File: config.mk
export PLATFORM = sky130hd
export DESIGN_NAME = sha256_digest_ser_flat
export DESIGN_NICKNAME = d
export VERILOG_FILES = /design/src/rtl/sha256_digest_ser_if.sv /design/src/rtl/sha256_digest_ser.sv /design/src/flat_wrapper.sv
export SDC_FILE = /design/constraint.sdc
export NUM_CORES = 1
export LEC_CHECK = 0
export BUFFER_PORTS_ARGS = -buffer_cell sky130_fd_sc_hd__buf_4
export CAP_MARGIN = 20
export CORE_MARGIN = 5
export CORE_UTILIZATION = 51
export DETAILED_ROUTE_END_ITERATION = 8
export PLACE_DENSITY = 0.75
export SLEW_MARGIN = 30
export SYNTH_ARGS = -nofsm -noshare
export SYNTH_HDL_FRONTEND = slang
export SYNTH_SLANG_ARGS = --single-unit
File: constraint.sdc
create_clock -name clk -period 11.72 [get_ports clk]
set_input_delay 1.758 -clock clk [delete_from_list [all_inputs] [get_ports clk]]
set_output_delay 1.758 -clock clk [all_outputs]
set_load 0.01 [all_outputs]
File: src/rtl/sha256_digest_ser_if.sv
// Digest-in / word-out handshake bundle for the SHA256 digest serialiser.
// master is the surrounding system, slave is the serialiser itself.
interface sha256_digest_ser_if;
    logic         s_valid;
    logic [255:0] s_data;
    logic         d_valid;
    logic         d_ready;
    logic [31:0]  d_data;
    logic         d_last;

    modport master (
        output s_valid, s_data, d_ready,
        input  d_valid, d_data, d_last
    );

    modport slave (
        input  s_valid, s_data, d_ready,
        output d_valid, d_data, d_last
    );
endinterface

File: src/rtl/sha256_digest_ser.sv
// Buffers 256-bit SHA256 digests and streams each as eight 32-bit words, MSW first; 1-cycle s_valid->d_valid.
// d_ready stalls the word stream; with the buffer full and no pop, an incoming digest is dropped and overflow sticks.
module sha256_digest_ser #(
    parameter int DEPTH = 2
) (
    input  logic                     clk,
    input  logic                     reset_n,
    sha256_digest_ser_if.slave       bus,
    output logic                     overflow,
    output logic [$clog2(DEPTH):0]   level
);
    localparam int PW = (DEPTH > 1) ? $clog2(DEPTH) : 1;
    localparam int LW = $clog2(DEPTH) + 1;

    typedef enum logic {IDLE, SEND} state_t;

    state_t         state;
    state_t         state_nxt;
    logic [255:0]   mem [DEPTH];
    logic [PW-1:0]  wr_ptr;
    logic [PW-1:0]  rd_ptr;
    logic [2:0]     widx;
    logic           xfer;
    logic           pop;
    logic           wr_en;
    logic           drop;
    logic [LW-1:0]  level_nxt;
    logic [255:0]   head_sh;

    function automatic logic [PW-1:0] ptr_inc(input logic [PW-1:0] p);
        if (DEPTH == 1)
            return '0;
        return (p == PW'(DEPTH - 1)) ? '0 : p + 1'b1;
    endfunction

    assign xfer  = bus.d_valid & bus.d_ready;
    assign pop   = xfer & (widx == 3'd7);
    // A pop frees the head slot in the same edge, so a full buffer can still take a digest.
    assign wr_en = bus.s_valid & ((level != LW'(DEPTH)) | pop);
    assign drop  = bus.s_valid & ~wr_en;

    always_comb begin
        level_nxt = level;
        case ({wr_en, pop})
            2'b10:   level_nxt = level + 1'b1;
            2'b01:   level_nxt = level - 1'b1;
            default: level_nxt = level;
        endcase
    end

    always_comb begin
        state_nxt = state;
        case (state)
            IDLE:    if (wr_en) state_nxt = SEND;
            SEND:    if (pop && (level_nxt == '0)) state_nxt = IDLE;
            default: state_nxt = IDLE;
        endcase
    end

    always_ff @(posedge clk or negedge reset_n) begin
        if (!reset_n) begin
            state    <= IDLE;
            wr_ptr   <= '0;
            rd_ptr   <= '0;
            widx     <= '0;
            level    <= '0;
            overflow <= 1'b0;
        end else begin
            state <= state_nxt;
            level <= level_nxt;
            if (wr_en)
                wr_ptr <= ptr_inc(wr_ptr);
            if (pop)
                rd_ptr <= ptr_inc(rd_ptr);
            if (xfer)
                widx <= widx + 3'd1;
            if (drop)
                overflow <= 1'b1;
        end
    end

    // Storage is not reset; d_data is gated by d_valid so stale contents never leak.
    always_ff @(posedge clk) begin
        if (wr_en)
            mem[wr_ptr] <= bus.s_data;
    end

    assign head_sh     = mem[rd_ptr] << {widx, 5'b0_0000};
    assign bus.d_valid = (state == SEND);
    assign bus.d_data  = bus.d_valid ? head_sh[255:224] : 32'h0;
    assign bus.d_last  = bus.d_valid & (widx == 3'd7);

    a_valid_level: assert property (@(posedge clk) disable iff (!reset_n)
        bus.d_valid == (level != '0));
    a_stall_stable: assert property (@(posedge clk) disable iff (!reset_n)
        (bus.d_valid && !bus.d_ready) |=> (bus.d_valid && $stable(bus.d_data) && $stable(bus.d_last)));
endmodule
File: src/flat_wrapper.sv
// flat-port wrapper written by rule: the top's interface ports become plain ports
module sha256_digest_ser_flat 
#(
    parameter int DEPTH = 2
)
  (clk, reset_n, overflow, level, bus_s_valid, bus_s_data, bus_d_ready, bus_d_valid, bus_d_data, bus_d_last);
  sha256_digest_ser_if bus_i ();
  input  logic clk;
  input  logic reset_n;
  output logic overflow;
  output logic [$clog2(DEPTH):0] level;
  input wire logic [$bits(bus_i.s_valid)-1:0] bus_s_valid;
  input wire logic [$bits(bus_i.s_data)-1:0] bus_s_data;
  input wire logic [$bits(bus_i.d_ready)-1:0] bus_d_ready;
  output wire logic [$bits(bus_i.d_valid)-1:0] bus_d_valid;
  output wire logic [$bits(bus_i.d_data)-1:0] bus_d_data;
  output wire logic [$bits(bus_i.d_last)-1:0] bus_d_last;
  assign bus_i.s_valid = bus_s_valid;
  assign bus_i.s_data = bus_s_data;
  assign bus_i.d_ready = bus_d_ready;
  assign bus_d_valid = bus_i.d_valid;
  assign bus_d_data = bus_i.d_data;
  assign bus_d_last = bus_i.d_last;
  sha256_digest_ser #(.DEPTH(DEPTH)) u_core (.clk(clk), .reset_n(reset_n), .bus(bus_i), .overflow(overflow), .level(level));
endmodule
* Word-level counts from Yosys, hierarchy flattened
Memory sizes are Yosys's and may differ from the RTL's.
Index checks and enable logic that the tools add are counted.
** Word-level totals
- Register bits after elaboration :: 9
- Bits in latches :: 0
- RAM bits :: 512
- Bits in read-only memories :: 0
- Bits of input ports :: 260
- Output and inout port bits :: 37
- Word-level logic and storage cells :: 35
- Memories kept :: 1
** Memories
- u_core.mem :: words 2, bits a word 256, rd ports 1, clocked after memory_dff 0, wr ports 1, line sha256_digest_ser.sv:19 : logic [255:0] mem [DEPTH];
** Operators by class
- Add/sub/neg operators :: 5
- $mul :: 0
- Div/mod/pow operators :: 0
- $lt $le $gt $ge :: 0
- Eq/ne operators :: 4
- Shift-type cells :: 1
- Muxes and demuxes :: 8
- Bitwise operators :: 8
- Reductions and logical operators :: 2
** Operators with widths (count)
- 256-bit by 8-bit left shift with 256-bit output :: 1
- 32-bit two-way mux :: 1
- 1-bit bitwise AND :: 5
- 1-bit two-way mux :: 5
- 2-bit case mux with 2 select lines :: 1
- 3-bit by 1-bit adder with 3-bit output (second input constant) :: 1
- 3-bit == test (second input constant) :: 1
- 1-bit adder (second input constant) :: 2
- 2-bit by 1-bit adder with 2-bit output (second input constant) :: 1
- 2-bit by 1-bit == test with 1-bit output (second input constant) :: 1
- 2-bit == test (second input constant) :: 1
- 2-bit logical NOT :: 1
- 2-bit != test (second input constant) :: 1
- 1-bit inverter :: 2
- 1-bit case mux with 2 select lines :: 1
- 2-bit by 1-bit subtractor with 2-bit output (second input constant) :: 1
- 1-bit logical AND :: 1
- 1-bit bitwise OR :: 1

* Depth between registers and ports, before layout
Gate-level depths: netlist (run 1).
- Depth in word-level cells :: 10
- Depth in mapped cells :: 8

* Worst setup path before layout (run 1)
OpenSTA, ideal clock, no wires.
- Kind :: input -> register
- From :: in bus_d_ready
- To :: mem u_core.mem[0][0], enable pin
- Arrival :: 12.717 ns
- Path slack :: -1.876 ns
- Cell stages on the path :: 3
- Path buffers :: 0
- Cell sequence :: and3_1 o21ai_0 nor2_1
** On the way
- Longest elaborated chain between the ends :: 6
** RTL lines
- start, declared :: line flat_wrapper.sv:14 : input wire logic [$bits(bus_i.d_ready)-1:0] bus_d_ready;
- 1-bit bitwise AND :: line sha256_digest_ser.sv:36 : assign xfer = bus.d_valid & bus.d_ready;
- 1-bit bitwise AND :: line sha256_digest_ser.sv:37 : assign pop = xfer & (widx == 3'd7);
- 1-bit bitwise OR :: line sha256_digest_ser.sv:39 : assign wr_en = bus.s_valid & ((level != LW'(DEPTH)) | pop);
- 1-bit bitwise AND :: line sha256_digest_ser.sv:39
- 1-bit two-way mux :: line sha256_digest_ser.sv:84 : if (wr_en)
- 1-bit two-way mux (not written as such) :: line sha256_digest_ser.sv:85 : mem[wr_ptr] <= bus.s_data;
- end, declared :: line sha256_digest_ser.sv:19
No other way between the ends.

* Worst setup path in the final report (run 1)
- From :: reg u_core.rd_ptr
- To :: out bus_d_data[18]
** On the way
- Longest elaborated chain between the ends :: 3
** RTL lines
- start, declared :: line sha256_digest_ser.sv:21 : logic [PW-1:0] rd_ptr;
- start signal, assigned :: line sha256_digest_ser.sv:74 : rd_ptr <= ptr_inc(rd_ptr);
- memory 2 x 256 bit
- 256-bit by 8-bit left shift with 256-bit output :: line sha256_digest_ser.sv:88 : assign head_sh = mem[rd_ptr] << {widx, 5'b0_0000};
- 32-bit two-way mux :: line sha256_digest_ser.sv:90 : assign bus.d_data = bus.d_valid ? head_sh[255:224] : 32'h0;
- end, declared :: line flat_wrapper.sv:16 : output wire logic [$bits(bus_i.d_data)-1:0] bus_d_data;
No other way between the ends.

==> run metrics, run 1 <==
largest cells by area after synthesis=edfxtp_1, mux2i_1, a22oi_1, mux4_1, mux4_2; WL per Instance=23.9 µm; Area after DPL=0.0230 mm²; Slew @ Worst Pin=about 970 ps; total power=between 6 and 7 mW; Die Y=210 µm; setup TNS=0 ps; row count=between 70 and 80; top_reg_cell synth=edfxtp_1; fillers=2,850; Setup-failing EPs final=0; leak pwr=between 9 and 10 nW; Setup Buffers After CTS=0; vias in the first global route=about 11,000; vias=10,800; Cell variety after synth=32; CTS H-tree lvls=2; die area=between 0.04 and 0.05 mm²; max-slew violation count=0; largest net degree at the start of global routing=133; Num CTS Buffers=~50; Layout Skew=approximately 15 ps; DR DRC count=0; Post-DRT Antenna Nets=0; RSZ-0062 raised after global routing=no; Ys Warns=0; Max-Cap Viols=0; Post-CTS Hold Fix Bufs=0; Net Count, Synth=1,333; Clk Latency, worst-skew pair=between 500 and 600 ps; crit path launch type=flop; Die W=approximately 210 µm; first-pass GRT wire length=roughly 70,000 µm; CTS tree=yes; Via density=5.59; Max Clk Rate=0.185 GHz; Clock transition at path regs=roughly 60 ps; Avg Inst Size Synth=approximately 19 µm²; Yosys reg bits=521; EDFF count, synth=512; design area=0.0246 mm²; Ports=297; final hold vios=0; Final Wtd Congestion=~0.79; CTS root buf=clkbuf_16; drt first pass iters=7; post-synth top area cell=edfxtp_1; worst path required time=approximately 10000 ps; IO buf count=between 200 and 300; Initial Util=between 50 and 60%; gr usage total=20.8%; DRT iter0 DRCs=around 890; Tmin final=between 5000 and 6000 ps; Max Fanout on Critical Path=83; DRT Wirelength=around 46,000 µm; Synth top area share=~75%; hold slack=495 ps; Hold WC Path Type=flop to flop; critical path type=flop to output port; area grow syn2layout=20.8%; sequential element share of the synthesized area=roughly three quarters; initial antenna violation count=5; Post-Syn Instances=about 1,100; Post-synth ARST share=1.73%; clk sink count=between 500 and 600; Clock Path Buffers=3; grt total ovfl=0; layout cells sized above 1=approximately 28%; CP Capture Type=output port; core area=0.0396 mm²; NumNets Final=1,636; Post-Syn Area=0.0204 mm²; fin crit share=between 40% and 50%; Worst slew margin=a little over a third; pwr/cell area=roughly 260 mW/mm²; post-CTS sizing=0; CP arrival=approximately 3700 ps; status=finished, final reports clean; Peak VDD IR=237 µV; DPL Wire Length=slightly below 30,000 µm
layout make-up:
| type | instances | area, µm² | area share (%) |
|---|---|---|---|
| antenna | 3 | 7.51 | 0.0305 |
| clock buffer | 65 | 1370 | 5.57 |
| clock inverter | 25 | 159 | 0.646 |
| inverter | 2 | 7.51 | 0.0305 |
| multi-input combinational | 487 | 4310 | 17.5 |
| sequential | 521 | 15600 | 63.4 |
| tap | 525 | 657 | 2.67 |
| timing repair buffer | 311 | 2480 | 10.1 |
worst paths after layout:
check	depth (start not counted)	slack, ps	end	from
max	7	6310	bus_d_data[18]	u_core.rd_ptr
min	1	490	u_core.overflow	u_core.overflow
max reg2reg	7	8080	u_core.mem[0][168]	u_core.widx[1]
min reg2reg	1	490	u_core.overflow	u_core.overflow
max in group asynchronous	1	10580	u_core.widx[1]	reset_n
min in group asynchronous	1	990	u_core.rd_ptr	reset_n
worst max-delay path, cell delays in order (launching register included):
cell      delay, ps
dfrtp_4         940
buf_12          410
buf_16          450
mux4_1          620
nand2b_1        150
nand3_1         140
o21ai_1         100
buf_4           190
cells in the mapped netlist, types with 2 or more instances:
| cell | instances |
|---|---|
| edfxtp_1 | 512 |
| mux2i_1 | 205 |
| a22oi_1 | 100 |
| nand2_1 | 39 |
| nand3_1 | 33 |
| o21ai_1 | 29 |
| clkbuf_1 | 27 |
| nand2b_1 | 23 |
| mux4_1 | 13 |
| mux4_2 | 13 |
| dfrtp_1 | 9 |
| buf_8 | 8 |
| buf_2 | 7 |
| buf_6 | 7 |
| buf_12 | 6 |
| buf_4 | 6 |
| a21oi_1 | 4 |
| o211ai_1 | 4 |
| nor2_1 | 3 |
| nor2b_1 | 3 |
| o21ai_0 | 3 |
| xnor2_1 | 3 |
| and2_1 | 2 |
| ha_1 | 2 |
| inv_1 | 2 |
| mux2_2 | 2 |
cell families after synthesis:
family	Yosys count	share of synthesized area, %
flops	521	76.6
simple gates	105	2.51
fa+ha+maj	2	0.123
xor+xnor	4	0.172
buf+inv	63	2.49
mux	233	13.3
compound gates	143	4.83
flip-flops by register name, indices dropped and copies added (netlist names):
signal and flops:
u_core.wr_ptr 1, u_core.rd_ptr 1, u_core.overflow 1, u_core.mem 512, u_core.bus.d_valid 1, u_core.level 2, u_core.widx 3
per-layer routing:
layer / GRT usage [%] / wire [µm]
met1: 26.7 / 18000
met4: 6.26 / 1100
met2: 34.9 / 23400
met3: 5.67 / 3830
met5: 0 / 47
per-stage QoR:
step           util, %  worst slack, ps  instances
6_report          62.1             6310       1939
2_1_floorplan        -            -1880       1071
5_1_grt           62.0             6060       1936
3_3_place_gp      57.8             6770       1841
3_5_place_dp      58.1             6750       1845
4_1_cts           62.0             6110       1935
where the power goes:
group | internal [mW] | switching (mW) | leakage (nW) | total, mW
logic | 0.869 | 1.27 | 3.51 | 2.14
registers | 2.55 | 0.167 | 4.84 | 2.71
clock network | 0.863 | 0.644 | 0.749 | 1.51
total | 4.28 | 2.08 | 9.10 | 6.36
layout by cell type (no fill, tap or decap), types with 2 or more instances in the layout:
master	netlist	layout
buf_16	0	5
o211ai_1	4	4
inv_1	2	2
ha_1	2	2
a21oi_1	4	4
mux2i_1	205	205
buf_12	6	3
buf_6	7	2
diode_2	0	3
nor2_4	0	3
buf_4	6	301
a22oi_1	100	100
bufinv_16	0	2
nand2_1	39	38
dfrtp_1	9	7
nand2b_1	23	23
xnor2_1	3	3
edfxtp_1	512	512
nand3_1	33	33
o21ai_1	29	29
mux4_1	13	13
o21ai_0	3	3
clkinv_1	0	16
clkbuf_16	0	53
mux2_2	2	2
nor2b_4	0	3
clkbuf_1	27	12
mux4_2	13	13
clkinv_2	0	6
Power figures use the tool's default switching activity.
==> inputs of run 2 (changes only) <==
Settings changed: CORE_UTILIZATION 51 to 57, PLACE_DENSITY 0.75 to 0.8.
Clock period 11.72 ns to 5.6 ns, I/O delays scaled along.
==> run metrics, run 2 (same netlist as run 1, synthesis figures left out) <==
post-CTS sizing=0 (unchanged); CTS tree=yes; Tmin final=4060 ps; max reg flops=512 (unchanged); critical path type=flop to output port; Reg with most FFs=u_core.mem; Post-DRT Antenna Nets=0 (unchanged); Via density=5.79 (+3.5%); CP Capture Type=output port; sequential share of power=41.5% (-1.2 points); IO buf count=296 (unchanged); WL per Instance=24.6 µm (+2.8%); Num CTS Buffers=50 (-2.0%); Setup Buffers After CTS=0 (unchanged); crit path launch type=flop; Initial Util=57.6% (+6.2 points); Die W=199 µm (-5.2%); largest registers=u_core.mem x512, u_core.widx x3, u_core.level x2; worst path required time=4760 ps (-5200 ps); fin crit share=between 70 and 80%; Clk Latency, worst-skew pair=570 ps (-20 ps); drt first pass iters=5 (-2); Final Wtd Congestion=0.817 (+3.0%); Int Pwr=9.09 mW (+110%); DR DRC count=0 (unchanged); Worst slew margin=44.6% (+9.4 points); Clock transition at path regs=60 ps (about the same); clk sink count=521 (unchanged); Max-Cap Viols=0 (unchanged); grt total ovfl=0 (unchanged); DRT Wirelength=46,300 µm (about the same); Max Clk Rate=around 0.25 GHz; total power=13.5 mW (+110%); die area=0.0396 mm² (-10%); row count=69 (-5.5%); final hold vios=0 (unchanged); Clock Path Buffers=3 (unchanged); Die Y=199 µm (-5.2%); leak pwr=9.19 nW (+1.0%); NumNets Final=1,648 (+0.73%); CTS H-tree lvls=2 (unchanged); fin util=69.7% (+7.7 points); CP arrival=3220 ps (-430 ps); NetSw=4.39 mW (+110%); Slew @ Worst Pin=831 ps (-140 ps); area grow syn2layout=21.1%; Peak VDD IR=401 µV (+69%); Post-CTS Hold Fix Bufs=0 (unchanged); layout cells sized above 1=29.3% (+1.1 points); initial antenna violation count=5 (unchanged); Layout Skew=11.9 ps (-2.82 ps); setup ws final=1540 ps (-4770 ps); Place WS=2080 ps (-4660 ps); largest net degree at the start of global routing=127 (-4.5%); Max Fanout on Critical Path=51 (-39%); Hold WC Path Type=primary input to async pin; max-slew violation count=0 (unchanged); Comb pwr share=34.4% (+0.8 points); Setup-failing EPs final=0 (unchanged); Ports=297 (unchanged); first-pass GRT wire length=67,700 µm (-0.75%); DPL Wire Length=30,800 µm (+3.4%); pwr/cell area=546 mW/mm² (+110%); core area=0.0354 mm² (-11%); RSZ-0062 raised after global routing=no; power share of the clock group=24.1% (+0.4 points); vias=10,900 (+0.69%); vias in the first global route=11,500 (+2.3%); DRT iter0 DRCs=721 (-19%); CTS root buf=clkbuf_16; status=finished, final reports clean; most frequent cells in the layout=edfxtp_1, buf_4, mux2i_1; commonest non-fill, non-tap cell in the layout=edfxtp_1; gr usage total=23.1% (+2.3 points); Sw Share=32.6% (-0.11 points)
run 2: final timing paths:
kind | startpoint | end | slack [ps] | depth (start not counted)
worst max register to register | u_core.widx[0] | u_core.mem[0][51] | 2020 | 8
worst min register to register | u_core.overflow | u_core.overflow | 490 | 1
worst min-delay path | reset_n | u_core.overflow | 90 | 1
worst max-delay path | u_core.rd_ptr | bus_d_data[18] | 1540 | 7
min in group clk | bus_s_data[209] | u_core.mem[0][209] | 450 | 1
max in group asynchronous | reset_n | u_core.rd_ptr | 5360 | 1
run 2: critical path: stages, from the launching register on:
cell     delay (ps)
dfrtp_4         690
buf_12          390
buf_4           530
mux2i_1         190
a22oi_1         280
nand2_1         170
o21ai_1         200
buf_4           150
run 2: metal layers:
metal | part of all wire (%) | GRT usage (%)
met1 | 37 | 28.4
met2 | 52 | 40.1
met3 | 8.1 | 6.41
met4 | 2.9 | 7.29
met5 | 0.14 | 0
run 2: power groups by stage:
stage               combinational, mW  clock [mW]  sequential, mW
global placement                 4.51           0            5.62
finish                           4.64        3.24            5.60
detailed placement               4.65           0            5.68
floorplan                        3.00           0            5.79
CTS                              4.67        3.31            5.60
global route                     4.99        3.49            5.67
run 2: layout make-up:
type	instances	area (µm²)
Inverter	2	7.51
Clock inverter	30	273
Sequential cell	521	15600
Clock buffer	61	1310
Tap cell	461	577
Fill cell	2211	10700
Timing Repair Buffer	324	2590
Antenna cell	1	2.50
Multi-Input combinational cell	487	4310
run 2: per-stage QoR:
stage	setup TNS (ps)	cells	instance area [µm²]	hold slack [ps]
floorplan	-1420790	1071	20400	486
global placement	0	1791	23000	469
detailed placement	0	1794	23100	476
CTS	0	1885	24600	65.8
global route	0	1886	24700	75.9
finish	0	1887	24700	89.2
